<file path="src/rtl/act_sched_pkg.sv">
// Shared types and helpers for the ACT throttle scheduler.
package act_sched_pkg;

    typedef enum logic [1:0] {
        IDLE  = 2'd0,
        QUERY = 2'd1,
        ISSUE = 2'd2
    } state_t;

    localparam int ROW_W_DEF = 16;

    // Width of a requester index; never narrower than one bit.
    function automatic int id_w(input int n);
        return (n > 1) ? $clog2(n) : 1;
    endfunction

endpackage

</file>
<file path="src/rtl/rr_pick.sv">
// Round-robin selector: first eligible index at or after rr_ptr, wrapping.
module rr_pick
    import act_sched_pkg::*;
#(
    parameter int N_REQ = 4,
    parameter int IW    = id_w(N_REQ)
) (
    input  logic [N_REQ-1:0] eligible,
    input  logic [IW-1:0]    rr_ptr,
    output logic             found,
    output logic [IW-1:0]    idx
);

    logic [IW:0]   sum;
    logic [IW-1:0] j;

    // Scan N_REQ positions starting at rr_ptr; rr_ptr < N_REQ so one wrap suffices.
    always_comb begin
        found = 1'b0;
        idx   = '0;
        sum   = '0;
        j     = '0;
        for (int k = 0; k < N_REQ; k++) begin
            sum = {1'b0, rr_ptr} + (IW+1)'(k);
            if (sum >= (IW+1)'(N_REQ))
                sum = sum - (IW+1)'(N_REQ);
            j = sum[IW-1:0];
            if (!found && eligible[j]) begin
                found = 1'b1;
                idx   = j;
            end
        end
    end

endmodule

</file>
<file path="src/rtl/act_throttle_sched.sv">
// Row-activation scheduler: round-robin over requesters, checks each candidate
// row against the history buffer, defers blacklisted+recent rows with a
// per-requester back-off, and records every issued ACT in the buffer.
module act_throttle_sched
    import act_sched_pkg::*;
#(
    parameter int N_REQ          = 4,
    parameter int ROW_W          = ROW_W_DEF,
    parameter int BACKOFF_CYCLES = 8,
    parameter int CNT_W          = 16
) (
    input  logic                     clk,
    input  logic                     rst,
    input  logic [N_REQ-1:0]         req_valid,
    input  logic [N_REQ*ROW_W-1:0]   req_row_addr,
    input  logic [N_REQ-1:0]         req_blacklisted,
    output logic [N_REQ-1:0]         req_ready,
    output logic                     act_valid,
    input  logic                     act_ready,
    output logic [ROW_W-1:0]         act_row_addr,
    output logic [$clog2(N_REQ)-1:0] act_req_id,
    output logic [ROW_W-1:0]         hb_row_addr,
    output logic                     hb_insert_valid,
    input  logic                     hb_match,
    output logic [CNT_W-1:0]         blocked_cnt,
    output logic                     busy
);

    localparam int IW = id_w(N_REQ);
    localparam int BW = $clog2(BACKOFF_CYCLES + 1);

    state_t           state, state_nxt;
    logic [IW-1:0]    rr_ptr, cand_id, next_ptr, pick_idx;
    logic [ROW_W-1:0] cand_addr;
    logic             cand_bl;
    logic             pick_found, blocked, handshake;
    logic [N_REQ-1:0] eligible;
    logic [BW-1:0]    backoff [N_REQ];
    logic [ROW_W-1:0] rows    [N_REQ];

    // Unpack row addresses and derive per-requester eligibility.
    always_comb begin
        eligible = '0;
        for (int i = 0; i < N_REQ; i++) begin
            rows[i]     = req_row_addr[i*ROW_W +: ROW_W];
            eligible[i] = req_valid[i] && (backoff[i] == '0);
        end
    end

    rr_pick #(.N_REQ(N_REQ), .IW(IW)) u_pick (
        .eligible (eligible),
        .rr_ptr   (rr_ptr),
        .found    (pick_found),
        .idx      (pick_idx)
    );

    assign blocked   = (state == QUERY) && hb_match && cand_bl;
    // A reset cycle abandons the candidate, so no handshake can complete in it.
    assign handshake = (state == ISSUE) && act_ready && !rst;
    assign next_ptr  = (cand_id == IW'(N_REQ - 1)) ? '0 : cand_id + 1'b1;

    // FSM state register.
    always_ff @(posedge clk) begin
        if (rst) state <= IDLE;
        else     state <= state_nxt;
    end

    // Next-state and command/buffer outputs.
    always_comb begin
        state_nxt       = state;
        act_valid       = 1'b0;
        req_ready       = '0;
        hb_insert_valid = 1'b0;
        hb_row_addr     = '0;
        busy            = (state != IDLE) && !rst;
        act_row_addr    = cand_addr;
        act_req_id      = cand_id;
        case (state)
            IDLE:  if (pick_found) state_nxt = QUERY;
            QUERY: begin
                hb_row_addr = cand_addr;
                state_nxt   = blocked ? IDLE : ISSUE;
            end
            ISSUE: begin
                hb_row_addr = cand_addr;
                act_valid   = !rst;
                if (handshake) begin
                    req_ready[cand_id] = 1'b1;
                    hb_insert_valid    = 1'b1;
                end
                if (act_ready) state_nxt = IDLE;
            end
            default: state_nxt = IDLE;
        endcase
    end

    // Candidate latch, round-robin pointer and blocked-ACT counter.
    always_ff @(posedge clk) begin
        if (rst) begin
            rr_ptr      <= '0;
            cand_id     <= '0;
            cand_addr   <= '0;
            cand_bl     <= 1'b0;
            blocked_cnt <= '0;
        end else begin
            if (state == IDLE && pick_found) begin
                cand_id   <= pick_idx;
                cand_addr <= rows[pick_idx];
                cand_bl   <= req_blacklisted[pick_idx];
            end
            if (blocked) begin
                rr_ptr <= next_ptr;
                if (blocked_cnt != '1)
                    blocked_cnt <= blocked_cnt + 1'b1;
            end
            if (state == ISSUE && act_ready)
                rr_ptr <= next_ptr;
        end
    end

    // Back-off counters: load on a block, otherwise count down to zero.
    always_ff @(posedge clk) begin
        if (rst) begin
            for (int i = 0; i < N_REQ; i++) backoff[i] <= '0;
        end else begin
            for (int i = 0; i < N_REQ; i++) begin
                if (blocked && cand_id == IW'(i))
                    backoff[i] <= BW'(BACKOFF_CYCLES);
                else if (backoff[i] != '0)
                    backoff[i] <= backoff[i] - 1'b1;
            end
        end
    end

endmodule

</file>
<file path="config.mk">
export PLATFORM = sky130hd
export DESIGN_NAME = act_throttle_sched
export DESIGN_NICKNAME = d
export VERILOG_FILES = /design/src/rtl/act_sched_pkg.sv /design/src/rtl/rr_pick.sv /design/src/rtl/act_throttle_sched.sv
export SDC_FILE = /design/constraint.sdc
export NUM_CORES = 1
export LEC_CHECK = 0
export BUFFER_PORTS_ARGS = -buffer_cell sky130_fd_sc_hd__buf_2
export CORE_MARGIN = 10
export CORE_UTILIZATION = 45
export CTS_CLUSTER_SIZE = 14
export DETAILED_ROUTE_END_ITERATION = 8
export MAX_ROUTING_LAYER = met4
export PLACE_DENSITY = 0.7
export SYNTH_ARGS = -nofsm -noshare
export SYNTH_HDL_FRONTEND = slang
export SYNTH_SLANG_ARGS = --single-unit
</file>
<file path="constraint.sdc">
create_clock -name clk -period 3.1 [get_ports clk]
set_input_delay 0.62 -clock clk [delete_from_list [all_inputs] [get_ports clk]]
set_output_delay 0.62 -clock clk [all_outputs]
set_load 0.05 [all_outputs]
</file>
==> run summary, run 1 <==
IR analysis of the VDD net gives a maximum drop of 0.3758 mV. In the final routed layout, each cell accounts on average for roughly 17 um. The mean instance size in the synthesized netlist came out at just under 9 um2.

The initial antenna violation count came to 0. In the synthesized netlist, mux cells make up approximately 2.0% of the area. The worst path arrival time came out at roughly 2800 ps. The number of global-route vias before repair came to ~3400. The number of setup violations in the final report is 0. Data on the critical path is required at its endpoint by 3300 ps.

The upper clock frequency limit is between 0.3 and 0.4 GHz. The leakage power total came out at 2.072 nW. Dividing the final minimum period by the clock period gives 84.91%. The number of setup buffers added after CTS is 0. The number of vias in the routed layout came out at ~3500.

The number of ports placed on the die boundary came out at 133. The distinct cell type count after synthesis came out at 47. The shortest period the worst path allows is around 2600 ps. The flow ran to the end, and the final reports show no timing, DRC or antenna violations. In this run, CTS created clock tree buffers numbering 5. The total count of max-transition violations in the final report is 0. The instance count of the mapped netlist came out at 412.

Of the synthesized area, sequential elements account for a little over a third. The total overflow reported by the global router came out at 0. For this block, the initial DRC count from the detailed router was 152. The die is 109.9 um wide. The CTS clock-pin slew for the worst setup and hold paths is ~100 ps. In the synthesized netlist the dominant register cell turns out to be sky130_fd_sc_hd__dfxtp_1. The first-pass detailed-route iteration total came out at 4.

The number of antenna diodes came out at 0. The count of port buffers added during placement is 132. The library cell used most frequently in the layout, excluding fill and tap cells, is sky130_fd_sc_hd__buf_2. The final routed DRC violation total is 0.

The tree is rooted in a sky130_fd_sc_hd__clkbuf_8. The cell family contributing the most delay on the critical path is compound AO/OA/AOI/OAI gates. The final wirelength is 10.56 mm. The hold-fix buffer count after cts is 0. The pin count of the biggest net entering global routing came out at 36.

The initial standard-cell utilization of the core is a little under half. Walking the worst path, the cells encountered are inv_1 -> ha_1 -> nand4bb_1 -> a211o_1 -> a21o_1 -> buf_4 -> a221oi_2 -> o31ai_1. The critical path is of the reg -> reg type. The cell area power density is slightly above 900 mW/mm2. The number of hold violations in the final report is 0. The clock tree from TritonCTS is built. The number of placement rows came out at 32.

The synthesis-stage register bit count is 55. The global routing stage identified its most utilized layer as met2. The clock tree skew after final layout is approximately 12 ps. By area, the combinational part of the netlist is dominated by compound AO/OA/AOI/OAI gates. The post-synthesis compound-gate area fraction is a little under a quarter.

The combined buffer and inverter count along the critical path came out at 2. The overall die area came out at between 0.01 and 0.015 mm2. The met3 track demand over resource in global routing is about 4.0%. The placed wire-length estimate came out at between 8 and 9 mm. Of the cells placed in the final design, the portion with a size suffix greater than 1 is between 30% and 40%. The mean number of vias per cell is 5.481. The vertical die dimension is between 100 and 150 um.

The total track usage came out at roughly 17%. The global-route wire length before repair is between 15 and 20 mm. The post-cts resize count is 0.

For the final routed database, the setup TNS stands at 0 ps. The total number of H-tree levels is 2. The synthesized-area fraction occupied by adder cells came out at 5.506%. For the pin with the worst max-slew slack, the measured transition is between 600 and 700 ps. The library cells used most frequently in the layout, excluding fill and tap cells, are sky130_fd_sc_hd__buf_2 (132), sky130_fd_sc_hd__nor2_1 (43), sky130_fd_sc_hd__dfxtp_1 (39), sky130_fd_sc_hd__nand2_1 (35), sky130_fd_sc_hd__a211oi_1 (32).

Compared with the post-synthesis result, the final layout area differs by 23.19%. The simple logic cell fraction of the synthesized area came out at a little under a quarter. The stage delay of the slowest cell on the critical path is 590 ps. Measured against its own limit, the worst slew margin works out to about 58%. The clock net in this run drives a total of 55 sinks. STA classifies the critical path endpoint as a flop. The global-route track usage on met2 is between 20 and 30%. Counting along the longest clock path gives a buffer depth of 2.

The residual antenna-violating net count after detailed routing came out at 0. The insertion delay of the later-clocked pin in the worst-skew pair came out at about 310 ps. The final cell area excluding filler cells came out at ~0.0045 mm2.

The weighted congestion at the end of routability-driven global placement came out at 0.8307. The met1 layer usage reported by global route is between 10% and 20%. The core region is just under 0.008 mm2. Of the total synthesized cell area, the portion taken by XOR and XNOR cells is around 4.6%. On the critical path, the stage with the largest delay is an instance of sky130_fd_sc_hd__a211o_1. Across the run, the number of max-cap violations was 0. The cell area after synthesis came out at between 0.003 and 0.004 mm2.

Setup repair after global routing left no endpoint under its margin. In this run the worst hold path is classified as reg -> reg. The number of warnings issued by yosys is 0.

After the last flow step, the layout net total stands at 625. The largest fanout on the critical path is 18. Counting every net in the synthesized netlist gives slightly above 500. The placed standard-cell area is around 0.0043 mm2. The share of flip-flops with an asynchronous set or reset came out at 0%. The count of flip-flops with a built-in enable after synthesis came out at 16.

The worst setup path is launched from a flop.
## flip-flops by register name (all words and copies together) (netlist names)
name	count
act_req_id	2
rr_ptr	2
blocked_cnt	16
cand_bl	1
act_row_addr	16
backoff	16
state	2
## synthesized netlist by cell type, types with 4 or more instances
| library cell | instances | area share [%] |
|---|---|---|
| sky130_fd_sc_hd__xnor2_1 | 6 | 1.4 |
| sky130_fd_sc_hd__a221oi_1 | 5 | 1.2 |
| sky130_fd_sc_hd__o211ai_1 | 4 | 0.83 |
| sky130_fd_sc_hd__a21oi_1 | 14 | 1.9 |
| sky130_fd_sc_hd__clkbuf_1 | 12 | 1.2 |
| sky130_fd_sc_hd__edfxtp_1 | 16 | 13 |
| sky130_fd_sc_hd__a221oi_2 | 11 | 4.5 |
| sky130_fd_sc_hd__nor2b_1 | 19 | 3.3 |
| sky130_fd_sc_hd__and3_1 | 9 | 1.5 |
| sky130_fd_sc_hd__and2_1 | 19 | 3.3 |
| sky130_fd_sc_hd__buf_6 | 6 | 1.9 |
| sky130_fd_sc_hd__o31ai_1 | 16 | 3.3 |
| sky130_fd_sc_hd__nand3_1 | 5 | 0.69 |
| sky130_fd_sc_hd__nor3_1 | 7 | 0.96 |
| sky130_fd_sc_hd__mux2i_1 | 6 | 1.7 |
| sky130_fd_sc_hd__nand2_1 | 35 | 3.6 |
| sky130_fd_sc_hd__buf_2 | 4 | 0.55 |
| sky130_fd_sc_hd__and4_1 | 4 | 0.96 |
| sky130_fd_sc_hd__nor2_1 | 43 | 4.4 |
| sky130_fd_sc_hd__xor2_1 | 13 | 3.1 |
| sky130_fd_sc_hd__ha_1 | 16 | 5.5 |
| sky130_fd_sc_hd__a211oi_1 | 32 | 6.6 |
| sky130_fd_sc_hd__dfxtp_1 | 39 | 21 |
| sky130_fd_sc_hd__inv_1 | 30 | 3.1 |
| sky130_fd_sc_hd__o2111ai_1 | 5 | 1.2 |
| sky130_fd_sc_hd__or3_1 | 4 | 0.69 |
## cell families after synthesis
family	count (synthesis)
and+or+nand+nor	157
AOI/OAI and AO/OA	102
buffers and inverters	56
DFF	55
xor gates and xnor gates	19
adders and majority gates	16
muxes	7
## final timing paths
kind / end / slack [ps] / startpoint / cells after the start
setup / recovery: act_row_addr[7]$_SDFFE_PP0P_ / 470 / backoff[2][0]$_SDFFCE_PN0P_ / 8
hold / removal: act_row_addr[9]$_SDFFE_PP0P_ / 480 / act_row_addr[9]$_SDFFE_PP0P_ / 2
setup reg to reg: act_row_addr[7]$_SDFFE_PP0P_ / 470 / backoff[2][0]$_SDFFCE_PN0P_ / 8
hold reg to reg: act_row_addr[9]$_SDFFE_PP0P_ / 480 / act_row_addr[9]$_SDFFE_PP0P_ / 2
## per-stage QoR
stage	total power [mW]	worst slack, ps	hold WS (ps)	utilization [%]	instances
2_1_floorplan	3.062	294.8	434.0	-	412
5_1_grt	4.406	297.9	500.3	57.37	636
3_5_place_dp	3.566	481.7	462.4	55.64	628
4_1_cts	4.143	482.9	481.2	57.37	636
6_report	4.110	467.9	476.8	57.37	636
3_3_place_gp	3.507	583.5	449.4	55.64	628
## cell type report
cell class              count  area (um2)
fillers                   746        3328
clock buffers               5       68.82
clock inverters             3       66.31
multi-input cells         301        2110
repair buffers            140       733.2
flip-flops and latches     55        1261
inverters                  30       112.6
well taps                 102       127.6
## report_power, final
part	switching (mW)	internal [mW]
Sequential	0.133	0.959
Combinational	1.58	0.870
Clock	0.241	0.323
## per-layer routing
| layer | routed length (um) | share of wire, % |
|---|---|---|
| met1 | 4179 | 40 |
| met5 | 0 | 0 |
| met3 | 813 | 7.7 |
| met2 | 5477 | 52 |
| met4 | 87 | 0.82 |
## worst reg2reg max path: stages, from the launching register on
cell                        delay [ps]
sky130_fd_sc_hd__edfxtp_1          420
sky130_fd_sc_hd__inv_1             100
sky130_fd_sc_hd__ha_1              240
sky130_fd_sc_hd__nand4bb_1         250
sky130_fd_sc_hd__a211o_1           600
sky130_fd_sc_hd__a21o_1            300
sky130_fd_sc_hd__buf_4             220
sky130_fd_sc_hd__a221oi_2          290
sky130_fd_sc_hd__o31ai_1           110
Power figures use the tool's default switching activity.
==> run 2, diff against run 1 <==
--- a/config.mk
+++ b/config.mk
@@ -5,13 +5,14 @@
 export SDC_FILE = /design/constraint.sdc
 export NUM_CORES = 1
 export LEC_CHECK = 0
+export ABC_AREA = 1
 export BUFFER_PORTS_ARGS = -buffer_cell sky130_fd_sc_hd__buf_2
 export CORE_MARGIN = 10
 export CORE_UTILIZATION = 45
 export CTS_CLUSTER_SIZE = 14
 export DETAILED_ROUTE_END_ITERATION = 8
 export MAX_ROUTING_LAYER = met4
-export PLACE_DENSITY = 0.7
+export PLACE_DENSITY = 0.72
 export SYNTH_ARGS = -nofsm -noshare
 export SYNTH_HDL_FRONTEND = slang
 export SYNTH_SLANG_ARGS = --single-unit
==> constraint.sdc (replaced) <==
create_clock -name clk -period 2.3 [get_ports clk]
set_input_delay 0.46 -clock clk [delete_from_list [all_inputs] [get_ports clk]]
set_output_delay 0.46 -clock clk [all_outputs]
set_load 0.05 [all_outputs]
==> run 2 against run 1 <==
Compared with the run above: area after synthesis is 7.1% higher; synthesized cell count is 44% higher; flip-flop and latch count stayed put; maximum frequency is 16% higher; design area is 11% higher; utilization is 2.3 points higher; die area is 5.8% higher; clock power is 5.1% lower; highest routed layer unchanged; worst setup slack worse by 430 ps; power is 74% higher; combinational power is 110% higher; hold slack worse by 44 ps.
==> run summary, run 2 <==
The run finished with clean final reports. In the post-synthesis netlist, the biggest area contributors are sky130_fd_sc_hd__dfxtp_1 (20%), sky130_fd_sc_hd__nand2_1 (13%), sky130_fd_sc_hd__edfxtp_1 (12%). The final cell area excluding filler cells came out at 0.004956 mm2 (+11%). The total count of max-transition violations in the final report is 0 (unchanged). The mean instance size in the synthesized netlist is 6.579 um2 (-25%).

The total overflow reported by the global router is 0 (unchanged). The vertical die dimension came out at 113.0 um (+2.9%). The leakage power total was 2.737 nW (+32%).

Setup repair after global routing could not meet its margin everywhere. The number of vias in the routed layout is 4134 (+19%). The initial antenna violation count is 0 (unchanged). The required time of the critical path came to 2510 ps (-790 ps). The startpoint identified for the worst register-to-register timing path is backoff[3][0]$_SDFFCE_PN0P_. The count of flip-flops with a built-in enable after synthesis is 16 (unchanged).

The instance count of the mapped netlist came to 592 (+44%). The net total in the final layout was 832 (+33%). For this run, the leading register cell type out of synthesis is sky130_fd_sc_hd__dfxtp_1. The reported max-cap violation count came to 0 (unchanged). The total track usage is 17.19% (+0.38 points). The total number of H-tree levels is 2 (unchanged). Traced cell by cell, the critical path runs through inv_1 -> ha_2 -> nand4_1 -> nand2_2 -> o21ai_4 -> buf_4 -> nand2_4 -> nor2_4 -> nand2_8 -> nand2_8 -> nand2_1 -> nand3_1 -> nand3_1 -> nand2_1 -> inv_1. The biggest area contributor in the post-synthesis netlist is sky130_fd_sc_hd__dfxtp_1.

The placed wire-length estimate came to 8.929 mm (+9.2%). The max-slew headroom at the worst pin is 63.81% (+5.9 points). The layout cell share with drive strength beyond 1 came out at 27.26% (-4.2 points). The CTS sink count is 55 (unchanged). The largest fanout on the critical path is 17 (-1). The post-route core utilization was 59.72% (+2.3 points). The final wirelength came to 11.57 mm (+9.5%). Leaving out fill and tap cells, the most frequent cell in the layout is sky130_fd_sc_hd__nand2_1. The number of warnings issued by yosys came out at 0 (unchanged).

The pin count of the biggest net entering global routing is 36 (unchanged). The number of setup violations in the final report came out at 0 (unchanged). The startpoint identified for the worst hold timing path is rst. The wire length per cell is 13.67 um (-18%).

The residual antenna-violating net count after detailed routing is 0 (unchanged). The share of the clock period used by the worst path after layout is 98.33% (+13 points). The count of port buffers added during placement came out at 132 (unchanged). The overall die area is 0.01278 mm2 (+5.8%). The worst path arrival time came out at 2470 ps (-360 ps). By count the netlist is led by sky130_fd_sc_hd__nand2_1 (137), sky130_fd_sc_hd__inv_1 (105), sky130_fd_sc_hd__nor2_1 (91). The worst vdd rail ir drop is 0.9904 mV (+160%). Among all stages on the critical path, the largest delay is contributed by sky130_fd_sc_hd__edfxtp_1. The hold-fix buffer count after cts was 0 (unchanged). The classification of the worst setup path is reg -> reg.

The number of hold violations in the final report came out at 0 (unchanged). The cell area after synthesis is 0.003895 mm2 (+7.1%). The post-synthesis net count came out at 684 (+36%).

The number of buffers added by the clock tree synthesis step is 5 (unchanged). The area growth from synthesis to layout came out at 27.24%. The library cells used most frequently in the layout, excluding fill and tap cells, are sky130_fd_sc_hd__nand2_1 (134), sky130_fd_sc_hd__buf_2 (132), sky130_fd_sc_hd__inv_1 (104), sky130_fd_sc_hd__nor2_1 (85), sky130_fd_sc_hd__nand3_1 (70). The count of cells along the worst register-to-register path is 15 (+7).

The path class of the tightest hold or removal check is in -> reg. STA classifies the critical path startpoint as a flop. The number of ports placed on the die boundary is 133 (unchanged). The post-synthesis sequential area ratio came to 32.38% (-2.3 points). The mean number of vias per cell is 4.887 (-11%). The number of antenna diodes is 0 (unchanged). The fill cell total of the finished layout is 811 (+8.7%). The synthesis-stage register bit count came out at 55 (unchanged).

The insertion delay of the later-clocked pin in the worst-skew pair is 310 ps (about the same). The global-route wire length before repair came to 18.59 mm (+15%). The initial standard-cell utilization of the core is 46.93% (+0.36 points).

The flop-to-flop setup slack came out at 40 ps (-430 ps). The shortest period the worst path allows is 2262 ps (-370.6 ps). The upper clock frequency limit was 0.4422 GHz (+16%).

The weighted congestion at the end of routability-driven global placement came out at 0.8736 (+5.2%). The most common cell in the synthesized netlist is sky130_fd_sc_hd__nand2_1. In this run the worst setup path terminates at act_row_addr[2]$_SDFFE_PP0P_. The die span in x is 113.0 um (+2.9%). TritonCTS built the clock tree.

The final routed DRC violation total came out at 0 (unchanged). The worst setup path is captured at a flop. The distinct cell type count after synthesis is 36 (-23%). The final worst hold slack is 433.1 ps (-43.65 ps). The first-pass detailed-route iteration total was 5 (+1). The number of placement rows is 33 (+3.1%).

CTS placed an instance of sky130_fd_sc_hd__clkbuf_8 at the clock tree root. The setup TNS after final layout is 0 ps (unchanged). The clock tree skew after final layout came out at 9.971 ps (-2.256 ps). The top cell type's share of synthesized area is 20.04% (-1.4 points). The endpoint identified for the worst register-to-register timing path is act_row_addr[2]$_SDFFE_PP0P_.

The cell area power density came out at 1442 mW/mm2 (+57%). The worst setup path startpoint is backoff[3][0]$_SDFFCE_PN0P_. The share of flip-flops with an asynchronous set or reset came out at 0% (unchanged).

The number of DRC violations after detailed-routing iteration 0 is 158 (+3.9%). The measured slew at the worst slew-check pin was 538.7 ps (-93.22 ps). The number of global-route vias before repair is 4065 (+19%). The maximum count of clock buffers along a single path is 2 (unchanged). The total power draw came out at 7.148 mW (+74%). The stage delay of the slowest cell on the critical path is 390 ps (-200 ps). The CTS clock-pin slew for the worst setup and hold paths is 100 ps (about the same). The placeable core region is 0.008299 mm2 (+6.3%). The placed standard-cell area came out at 0.004684 mm2 (+7.8%).
run 2: worst min path at each step:
stage                             endpoint  cells past startpoint  slack [ps]
finish              rr_ptr[0]$_SDFFE_PP0P_                      2         430
global route        rr_ptr[0]$_SDFFE_PP0P_                      2         430
CTS                 rr_ptr[0]$_SDFFE_PP0P_                      2         420
detailed placement   state[0]$_SDFFE_PP0P_                      2         480
global placement     state[0]$_SDFFE_PP0P_                      2         470
floorplan            state[0]$_SDFFE_PP0P_                      2         460
run 2: final cells by class:
type	instances	area [um2]	share of cell area, %
multi-input combinational	413	2196	44.31
sequential	55	1262	25.47
timing repair buffer	155	862.1	17.39
inverter	110	422.9	8.533
tap	105	131.4	2.651
clock buffer	6	72.57	1.464
clock inverter	2	8.758	0.1767
run 2: repair_timing:
item	4_1_cts	5_1_grt
endpoints found under the setup margin	0	29
hold endpoints to repair	0	0
gates resized for setup	0	19
setup buffers	0	9
run 2: cells by family (layout without fill, tap and decap cells):
kind of cell,count (synthesis),in the layout,synth area share [%]
flip-flops,55,55,32.38
adder cells (fa/ha/maj),16,16,5.140
XOR/XNOR,7,7,1.767
AND/OR/NAND/NOR,346,350,40.41
buffers and inverters,128,273,14.20
AO/OA/AOI/OAI,40,40,6.103
run 2: per-stage QoR:
| stage | setup WS [ps] | instances |
|---|---|---|
| finish | 38.47 | 846 |
| global route | -77.50 | 846 |
| CTS | 6.026 | 833 |
| detailed placement | 43.42 | 825 |
| global placement | 127.6 | 825 |
| floorplan | -19.74 | 592 |
run 2: layer usage:
metal / vias up / track usage (%) / share of wire [%]
met5: - / - / 0
met4: 0 / 3.215 / 0.93
met3: 8 / 3.064 / 6.0
met2: 170 / 27.53 / 46
met1: 1792 / 22.25 / 47
li1: 2164 / - / -
run 2: critical path: cells and delay by family, from the launching register on:
kind | cells | cell delay, ps
simple gates | 10 | 1090
flops | 1 | 390
buf+inv | 3 | 270
compound gates | 1 | 210
fa+ha+maj | 1 | 200
run 2: power breakdown:
| group | leakage (nW) | switching (mW) | internal [mW] | total (mW) |
|---|---|---|---|---|
| sequential | 0.493 | 0.223 | 1.32 | 1.54 |
| clock | 0.0426 | 0.324 | 0.211 | 0.535 |
| combinational | 2.20 | 3.28 | 1.79 | 5.07 |
